[src/rtl/lsu_if.sv]
// Data-memory bus between the load/store unit and memory.
//   mem_req   : request, held high until mem_ack (or timeout)
//   mem_we    : 1 = write
//   mem_addr  : word-aligned address
//   mem_wdata : lane-replicated store data
//   mem_wstrb : byte enables, 0 on reads
//   mem_ack   : completion; mem_rdata is valid in the same cycle
//   mem_rdata : read word
// Handshake: a transfer completes on the first rising clk edge where
// mem_req and mem_ack are both high. The master keeps every request field
// stable while mem_req is high. mem_ack is ignored while mem_req is low.
interface lsu_if;
  logic        mem_req;
  logic        mem_we;
  logic [31:0] mem_addr;
  logic [31:0] mem_wdata;
  logic [3:0]  mem_wstrb;
  logic        mem_ack;
  logic [31:0] mem_rdata;

  modport master (
    output mem_req, mem_we, mem_addr, mem_wdata, mem_wstrb,
    input  mem_ack, mem_rdata
  );

  modport slave (
    input  mem_req, mem_we, mem_addr, mem_wdata, mem_wstrb,
    output mem_ack, mem_rdata
  );
endinterface

[src/rtl/lsu.sv]
// Load/store unit placed after the EX stage of a single-cycle core.
// Runs one access per load/store on the lsu_if bus, stalls the core while
// the access is in flight, and returns the extended load result.
//
// Ports
//   clk, rst   : clock, asynchronous active-high reset
//   load/store : decoded instruction type (held while stall=1)
//   funct3     : 0 B, 1 H, 2 W, 4 BU, 5 HU
//   addr/wdata : effective address and store data
//   stall      : hold PC/instruction
//   done       : one-cycle pulse, rdata/err valid
//   rdata/err  : extended load result, error flag
//   dbg_state  : current FSM state (0 IDLE, 1 REQ, 2 DONE)
//   mem        : lsu_if master modport
//
// Parameter TIMEOUT_CYC: REQ cycles allowed without mem_ack (0 = wait forever).
// Build option LSU_MISALIGN_TRAP_EN: when defined, misaligned halfword/word
// accesses end with err=1 and no bus access; when undefined, the low address
// bits below natural alignment are ignored.
module lsu #(
  parameter int unsigned TIMEOUT_CYC = 64
) (
  input  logic        clk,
  input  logic        rst,
  input  logic        load,
  input  logic        store,
  input  logic [2:0]  funct3,
  input  logic [31:0] addr,
  input  logic [31:0] wdata,
  output logic        stall,
  output logic        done,
  output logic [31:0] rdata,
  output logic        err,
  output logic [1:0]  dbg_state,
  lsu_if.master       mem
);

  typedef enum logic [1:0] {
    S_IDLE = 2'd0,
    S_REQ  = 2'd1,
    S_DONE = 2'd2
  } state_t;

  state_t      state;
  logic [2:0]  f3_q;
  logic [1:0]  off_q;
  logic [31:0] cnt;

  logic        bad_op;
  logic        misalign;
  logic [3:0]  wstrb_n;
  logic [31:0] wdata_n;
  logic [7:0]  byte_sel;
  logic [15:0] half_sel;
  logic [31:0] load_ext;

  // Decode of the incoming access. A store wins when load and store are both
  // high, so store legality (B/H/W only) is checked first.
  always_comb begin
    bad_op   = 1'b0;
    misalign = 1'b0;
    wstrb_n  = 4'b0000;
    wdata_n  = 32'h0;
    if (store) begin
      bad_op = (funct3 > 3'd2);
    end else begin
      bad_op = (funct3 == 3'd3) || (funct3 == 3'd6) || (funct3 == 3'd7);
    end
`ifdef LSU_MISALIGN_TRAP_EN
    misalign = ((funct3[1:0] == 2'd1) && addr[0]) ||
               ((funct3[1:0] == 2'd2) && (addr[1:0] != 2'b00));
`endif
    if (store) begin
      case (funct3[1:0])
        2'd0: begin
          wstrb_n = 4'b0001 << addr[1:0];
          wdata_n = {4{wdata[7:0]}};
        end
        2'd1: begin
          wstrb_n = addr[1] ? 4'b1100 : 4'b0011;
          wdata_n = {2{wdata[15:0]}};
        end
        default: begin
          wstrb_n = 4'b1111;
          wdata_n = wdata;
        end
      endcase
    end
  end

  // Lane select and extension of the returned word, using the size/offset
  // captured when the access started.
  always_comb begin
    byte_sel = mem.mem_rdata[{off_q, 3'b000} +: 8];
    half_sel = off_q[1] ? mem.mem_rdata[31:16] : mem.mem_rdata[15:0];
    case (f3_q)
      3'd0:    load_ext = {{24{byte_sel[7]}}, byte_sel};
      3'd1:    load_ext = {{16{half_sel[15]}}, half_sel};
      3'd4:    load_ext = {24'h0, byte_sel};
      3'd5:    load_ext = {16'h0, half_sel};
      default: load_ext = mem.mem_rdata;
    endcase
  end

  assign stall     = ((state == S_IDLE) && (load || store)) || (state == S_REQ);
  assign dbg_state = state;

  always_ff @(posedge clk or posedge rst) begin
    if (rst) begin
      state         <= S_IDLE;
      f3_q          <= 3'd0;
      off_q         <= 2'd0;
      cnt           <= 32'd0;
      done          <= 1'b0;
      rdata         <= 32'h0;
      err           <= 1'b0;
      mem.mem_req   <= 1'b0;
      mem.mem_we    <= 1'b0;
      mem.mem_addr  <= 32'h0;
      mem.mem_wdata <= 32'h0;
      mem.mem_wstrb <= 4'b0000;
    end else begin
      case (state)
        S_IDLE: begin
          if (load || store) begin
            f3_q  <= funct3;
            off_q <= addr[1:0];
            cnt   <= 32'd0;
            if (bad_op || misalign) begin
              state <= S_DONE;
              done  <= 1'b1;
              err   <= 1'b1;
              rdata <= 32'h0;
            end else begin
              state         <= S_REQ;
              mem.mem_req   <= 1'b1;
              mem.mem_we    <= store;
              mem.mem_addr  <= {addr[31:2], 2'b00};
              mem.mem_wdata <= wdata_n;
              mem.mem_wstrb <= wstrb_n;
            end
          end
        end
        S_REQ: begin
          if (mem.mem_ack) begin
            state         <= S_DONE;
            done          <= 1'b1;
            err           <= 1'b0;
            rdata         <= mem.mem_we ? 32'h0 : load_ext;
            mem.mem_req   <= 1'b0;
            mem.mem_we    <= 1'b0;
            mem.mem_wstrb <= 4'b0000;
          end else if ((TIMEOUT_CYC != 0) && (cnt + 32'd1 == TIMEOUT_CYC)) begin
            // This was the last REQ cycle allowed; give up on the bus.
            state         <= S_DONE;
            done          <= 1'b1;
            err           <= 1'b1;
            rdata         <= 32'h0;
            mem.mem_req   <= 1'b0;
            mem.mem_we    <= 1'b0;
            mem.mem_wstrb <= 4'b0000;
          end else begin
            cnt <= cnt + 32'd1;
          end
        end
        S_DONE: begin
          // Core advances this cycle; any load/store still visible is stale.
          state <= S_IDLE;
          done  <= 1'b0;
          err   <= 1'b0;
          rdata <= 32'h0;
        end
        default: begin
          state <= S_IDLE;
        end
      endcase
    end
  end

endmodule

[src/flat_wrapper.sv]
// flat-port wrapper written by rule: the top's interface ports become plain ports
module lsu_flat 
#(
  parameter int unsigned TIMEOUT_CYC = 64
)
  (clk, rst, load, store, funct3, addr, wdata, stall, done, rdata, err, dbg_state, mem_mem_req, mem_mem_we, mem_mem_addr, mem_mem_wdata, mem_mem_wstrb, mem_mem_ack, mem_mem_rdata);
  lsu_if mem_i ();
  input  logic clk;
  input  logic rst;
  input  logic load;
  input  logic store;
  input  logic [2:0] funct3;
  input  logic [31:0] addr;
  input  logic [31:0] wdata;
  output logic stall;
  output logic done;
  output logic [31:0] rdata;
  output logic err;
  output logic [1:0] dbg_state;
  output wire logic [$bits(mem_i.mem_req)-1:0] mem_mem_req;
  output wire logic [$bits(mem_i.mem_we)-1:0] mem_mem_we;
  output wire logic [$bits(mem_i.mem_addr)-1:0] mem_mem_addr;
  output wire logic [$bits(mem_i.mem_wdata)-1:0] mem_mem_wdata;
  output wire logic [$bits(mem_i.mem_wstrb)-1:0] mem_mem_wstrb;
  input wire logic [$bits(mem_i.mem_ack)-1:0] mem_mem_ack;
  input wire logic [$bits(mem_i.mem_rdata)-1:0] mem_mem_rdata;
  assign mem_mem_req = mem_i.mem_req;
  assign mem_mem_we = mem_i.mem_we;
  assign mem_mem_addr = mem_i.mem_addr;
  assign mem_mem_wdata = mem_i.mem_wdata;
  assign mem_mem_wstrb = mem_i.mem_wstrb;
  assign mem_i.mem_ack = mem_mem_ack;
  assign mem_i.mem_rdata = mem_mem_rdata;
  lsu #(.TIMEOUT_CYC(TIMEOUT_CYC)) u_core (.clk(clk), .rst(rst), .load(load), .store(store), .funct3(funct3), .addr(addr), .wdata(wdata), .stall(stall), .done(done), .rdata(rdata), .err(err), .dbg_state(dbg_state), .mem(mem_i));
endmodule
[config.mk]
export PLATFORM = sky130hd
export DESIGN_NAME = lsu_flat
export DESIGN_NICKNAME = d
export VERILOG_FILES = /design/src/rtl/lsu_if.sv /design/src/rtl/lsu.sv /design/src/flat_wrapper.sv
export SDC_FILE = /design/constraint.sdc
export NUM_CORES = 1
export LEC_CHECK = 0
export CAP_MARGIN = 10
export CORE_UTILIZATION = 45
export CTS_CLUSTER_DIAMETER = 150
export DETAILED_ROUTE_END_ITERATION = 12
export HOLD_SLACK_MARGIN = 0.12
export PLACE_DENSITY_LB_ADDON = 0.05
export SLEW_MARGIN = 10
export SYNTH_ARGS = -nofsm -noshare
export SYNTH_HDL_FRONTEND = slang
export SYNTH_SLANG_ARGS = --single-unit
[constraint.sdc]
create_clock -name clk -period 5.2 [get_ports clk]
set_clock_uncertainty 0.1 [all_clocks]
set_input_delay 1.04 -clock clk [delete_from_list [all_inputs] [get_ports clk]]
set_output_delay 1.04 -clock clk [all_outputs]
set_load 0.02 [all_outputs]
After elaboration in Yosys (flattened, before gate mapping)
Cells that the tools add are included.
W data, S select, Z words.
{"block": "totals", "out_inout_bits": 107, "input_bits": 104, "elab_cells": 92, "regBits": 141}
{"block": "classes", "shifts": 2, "mux": 43, "n_addsub": 1, "reduce_logical": 16, "n_eq_ne": 16, "bitwise_logic": 1, "magnitude_cmp": 1}
{"cell": "$mux W32", "n": 9}
{"cell": "$pmux W32 S2", "n": 2}
{"cell": "$pmux W32 S4", "n": 1}
{"cell": "$pmux W32 S3", "n": 1}
{"cell": "$add A32 B1 Y32 const B", "n": 1}
{"cell": "$eq A32 B7 Y1 const B", "n": 1}
{"cell": "$shiftx A32 B6 Y8", "n": 1}
{"cell": "$mux W4", "n": 6}
{"cell": "$mux W16", "n": 1}
{"cell": "$pmux W4 S2", "n": 2}
{"cell": "$eq A3 B3 Y1 const B", "n": 4}
{"cell": "$mux W1", "n": 12}
{"cell": "$reduce_and A4 Y1", "n": 3}
{"cell": "$mux W2", "n": 4}
{"cell": "$ne A2 B2 Y1 const B", "n": 4}
{"cell": "$pmux W1 S3", "n": 2}
{"cell": "$eq A2 B1 Y1 const B", "n": 2}
{"cell": "$logic_not A2 Y1", "n": 2}
{"cell": "$logic_or A1 B1 Y1", "n": 4}
{"cell": "$pmux W1 S2", "n": 2}
{"cell": "$pmux W2 S2", "n": 1}
{"cell": "$reduce_and A2 Y1", "n": 2}
{"cell": "$shl A1 B2 Y4 const A", "n": 1}
{"cell": "$eq A3 B1 Y1 const B", "n": 1}
{"cell": "other kinds (11)", "n": 11}

Logic depth before layout (Yosys ltp)
{"block": "logic_depth", "depth_word": 7, "ltp_mapped": 12, "ltp_nobuf": 9}

Least setup slack after synthesis
Ideal clock, no wire load.
{"block": "synth_path", "path_kind": "reg-to-reg", "start": "register u_core.cnt[0]", "end": "register u_core.err", "required_ns": 4.975, "slack_ns": 1.901, "path_stages_with_launch": 12, "arrival_time_ns": 3.074, "cell_sequence": "dfrtp_1 > ha_1 > nand3_2 > or4_1 > buf_2 > or2_1 > a211o_1 > o21ai_2 > nor4b_4 > o31ai_4 > buf_6 > mux2_4"}
{"block": "synth_via", "elab_chain_cells": 4}
{"element": "start, declared", "line_no": "lsu.sv:47", "source": "logic [31:0] cnt;"}
{"element": "start signal, assigned", "line_no": "lsu.sv:163", "source": "cnt <= cnt + 32'd1;"}
{"element": "$add A32 B1 Y32", "line_no": "lsu.sv:153", "source": "end else if ((TIMEOUT_CYC != 0) && (cnt + 32'd1 == TIMEOUT_CYC)) begin"}
{"element": "$eq A32 B7 Y1", "line_no": "lsu.sv:153"}
{"element": "$ne A3 B3 Y1 (no source line)"}
{"element": "$reduce_and A4 Y1 (no source line)"}
{"element": "end signal, assigned", "line_no": "lsu.sv:148", "source": "err <= 1'b0;"}
{"element": "end signal, assigned", "line_no": "lsu.sv:157", "source": "err <= 1'b1;"}
{"element": "end signal, assigned", "line_no": "lsu.sv:170", "source": "err <= 1'b0;"}
{"element": "end, declared", "line_no": "lsu.sv:33", "source": "output logic err,"}
No other way between the ends.
A chain may end at the register's enable or synchronous reset.

Worst setup path after layout
{"block": "layout_path", "start": "input store", "end": "output stall"}
{"block": "layout_via", "elab_chain_cells": 3}
{"element": "start, declared", "line_no": "flat_wrapper.sv:11", "source": "input logic store;"}
{"element": "$logic_or A1 B1 Y1", "line_no": "lsu.sv:105", "source": "assign stall = ((state == S_IDLE) && (load || store)) || (state == S_REQ);"}
{"element": "$logic_and A1 B1 Y1", "line_no": "lsu.sv:105"}
{"element": "$logic_or A1 B1 Y1", "line_no": "lsu.sv:105"}
{"element": "end, declared", "line_no": "flat_wrapper.sv:15", "source": "output logic stall;"}
No other way between the ends.

==> run metrics <==
Final period util=77.6%; initial drt markers=519; gpl congestion=0.877; Max-cap violations=0; num rows=48; Die X-Extent=136 um; P per Cell Area=496 nW/um^2; startpoint types=primary input; Core ar.=17400 um^2; fmax=248 MHz; cts bufs inserted=17; router iterations before antenna repair=5; Buf/Inv on CP=3; largest family of logic cells by synthesized area=simple AND/OR/NAND/NOR gates; setup bufs post-CTS=0; Worst path depth=5; Rel. slew slack=19.4%; first-pass GRT wire length=35.7 mm; Mapped Area=8090 um^2; post-DR vias/cell=5.50; Synth Area in Compound Gates=15.6%; most used cell, CP=clkdlybuf4s50_1; Synth Flop Type=dfrtp_1; register area share after synthesis=43.6%; Area contributors post-synth=dfrtp_1 44%, nand2_1 9.6%, mux2_2 4.6%, mux2_4 4.1%, o21ai_0 4.0%; layout cell share with drive strength beyond 1=10.7%; H-Tree Depth=4; CP peak stage delay=560 ps; multiplexer area fraction after synthesis=11.6%; WP data arrival=2890 ps; final antenna-violating net count=0; Initial Util=46.5%; CP cell instances=clkdlybuf4s50_1 -> buf_4 -> o21ai_1 -> nand2_1 -> clkdlybuf4s50_1; worst slew pin tran=1200 ps; vias in the first global route=6599; CTS Sinks=141; Synth top area share=43.6%; worst vdd ir=0.337 mV; Static Leak=4.82 nW; cells resized by post-CTS repair=0; Crit Path Class=primary input to output pin; remaining global-route overflow=0; CTS tree=yes; Hold Path Class=register to register; Post-Synth Simple-Gate Area=21.3%; die area=18500 um^2; Post-CTS Hold Buffers=0; CP required=4060 ps; unique cell type count in the Yosys netlist=65; total power=0.00536 W; post-synthesis adder-cell area fraction=0.773%; pin count of the biggest net entering global routing=103; synthesized flop and latch total=141; CP delay by family, top=buffers and inverters; yosys warns=0; # setup viols final=0; hold depth=2; Clock Latency Late Sink=410 ps; final wirelength=22.6 mm; Final Hold Viols=0; antenna cell count=0; DR vias=7215; RSZ-0062 raised after global routing=false; IO Port Bufs=208; Worst Setup End Kind=output pin; DRC=0; DP HPWL=15.8 mm; Die Ht=136 um; # IOs=211; Clock Root Buffer=clkbuf_16; pre-CTS setup slack=1150 ps; outcome=finished clean; xor and xnor area share after synthesis=0.974%; Area growth, synth to finish=33.6%; final worst slack=1170 ps; WL/cell=17.3 um; post-layout util=62.1%; Yosys top cell by area=dfrtp_1; gate count of the mapped netlist=907; antenna violations before repair=0; Post-synth EDFFs=0; max-slew violations=0; Layout fillers=1529; Crit-path slowest cell=clkdlybuf4s50_1; Worst R2R Path Depth=10; clock slew at reported path FFs=60 ps; Fin Setup TNS=0 ps; fin crit period=4030 ps; GRT Total Usage=24.6%; ys async rst share=100%; Post-layout nets=1182; syn_area_per_cell=8.92 um^2; CP max FO=29; Clock Path Buffers=2
through the flow:
step / std cells / hold WS (ps) / cell area [um^2]
floorplan: 908 / 397 / 8100
global placement: 1279 / 357 / 10200
detailed placement: 1279 / 361 / 10200
CTS: 1311 / 376 / 10800
global route: 1311 / 386 / 10800
finish: 1311 / 368 / 10800
path summary, 6_finish.rpt:
check	startpoint	to	slack, ps
setup / recovery	store	stall	1170
hold reg to reg	u_core.mem.mem_addr[5]$_DFFE_PP0P_	u_core.mem.mem_addr[5]$_DFFE_PP0P_	370
setup reg to reg	u_core.cnt[0]$_DFFE_PP0P_	u_core.rdata[16]$_DFFE_PP0P_	1210
min in group asynchronous	rst	u_core.mem.mem_addr[26]$_DFFE_PP0P_	1130
max in group asynchronous	rst	u_core.cnt[16]$_DFFE_PP0P_	3030
hold / removal	u_core.mem.mem_addr[5]$_DFFE_PP0P_	u_core.mem.mem_addr[5]$_DFFE_PP0P_	370
cells in the mapped netlist (6+ instances only):
library cell,number
a221oi_1,8
nand3_1,21
xnor2_1,6
nand4_1,18
nor3_1,17
o221ai_1,8
clkbuf_1,47
mux2_4,22
o41ai_1,6
mux2_2,33
mux2i_1,19
or4_1,8
dfrtp_1,141
nor2_1,41
nand2_1,207
o21ai_0,64
inv_1,42
a31oi_1,12
a22o_1,13
buf_1,9
and3_1,11
buf_2,9
a21oi_1,37
nor4_1,10
o211ai_1,6
tightest hold or removal path: stages, from the launching register on:
cell     delay (ps)
dfrtp_1         340
nand2_1          50
nand2_1          50
final cells by class:
type	instances	area, um^2	share of cell area, %
Clock buffer	20	457	4.23
Clock inverter	12	135	1.25
Inverter	43	166	1.54
Multi-Input combinational cell	651	4080	37.7
Sequential cell	141	3530	32.6
Tap cell	225	282	2.60
Timing Repair Buffer	219	2160	20.0
layout by cell type, fill, tap and decap left out, types with 5 or more instances in the layout:
cell type,instances
inv_1,41
buf_4,11
o221ai_1,8
o41ai_1,6
mux2_2,33
a221oi_1,8
and3_1,11
a211o_1,5
a22o_1,13
or4_1,8
a21oi_1,37
o211ai_1,6
nand4_1,18
a31oi_1,12
xnor2_1,6
nor2_1,41
nor3_1,17
nand3_1,20
ha_1,5
clkbuf_16,17
nand2_1,207
clkdlybuf4s50_1,208
mux2_4,22
mux2i_1,19
nor4_1,10
o31ai_1,5
o21ai_0,64
dfrtp_1,141
where the power goes:
part           switching (W)  internal, W  leakage [nW]
registers           0.000236      0.00144          1.87
clock network       0.000487     0.000735         0.279
logic                0.00138      0.00108          2.68
kinds of logic (layout without fill, tap and decap cells):
logic type,count (synthesis),after routing
buffers and inverters,116,294
AND/OR/NAND/NOR,367,367
AO/OA/AOI/OAI,192,192
XOR/XNOR,9,9
multiplexers,76,76
other,1,2
flip-flops,141,141
adder cells (fa/ha/maj),5,5
state kept, by name, summed over array words and instances (netlist names):
register	count
u_core.cnt	32
u_core.mem.mem_wdata	32
u_core.rdata	32
u_core.mem.mem_addr	30
u_core.mem.mem_wstrb	4
u_core.f3_q	3
u_core.dbg_state	2
u_core.off_q	2
u_core.done	1
u_core.err	1
u_core.mem.mem_req	1
u_core.mem.mem_we	1
per-layer routing:
metal	vias up	share of wire (%)	global-route usage [%]	wire, um
met1	3464	45	34.4	10300
met2	207	47	38.3	10700
met5	-	0	0	0
li1	3511	-	-	-
met4	0	2.2	8.70	509
met3	33	5.0	3.91	1120
Note: power is estimated with default switching activity, not from simulation.
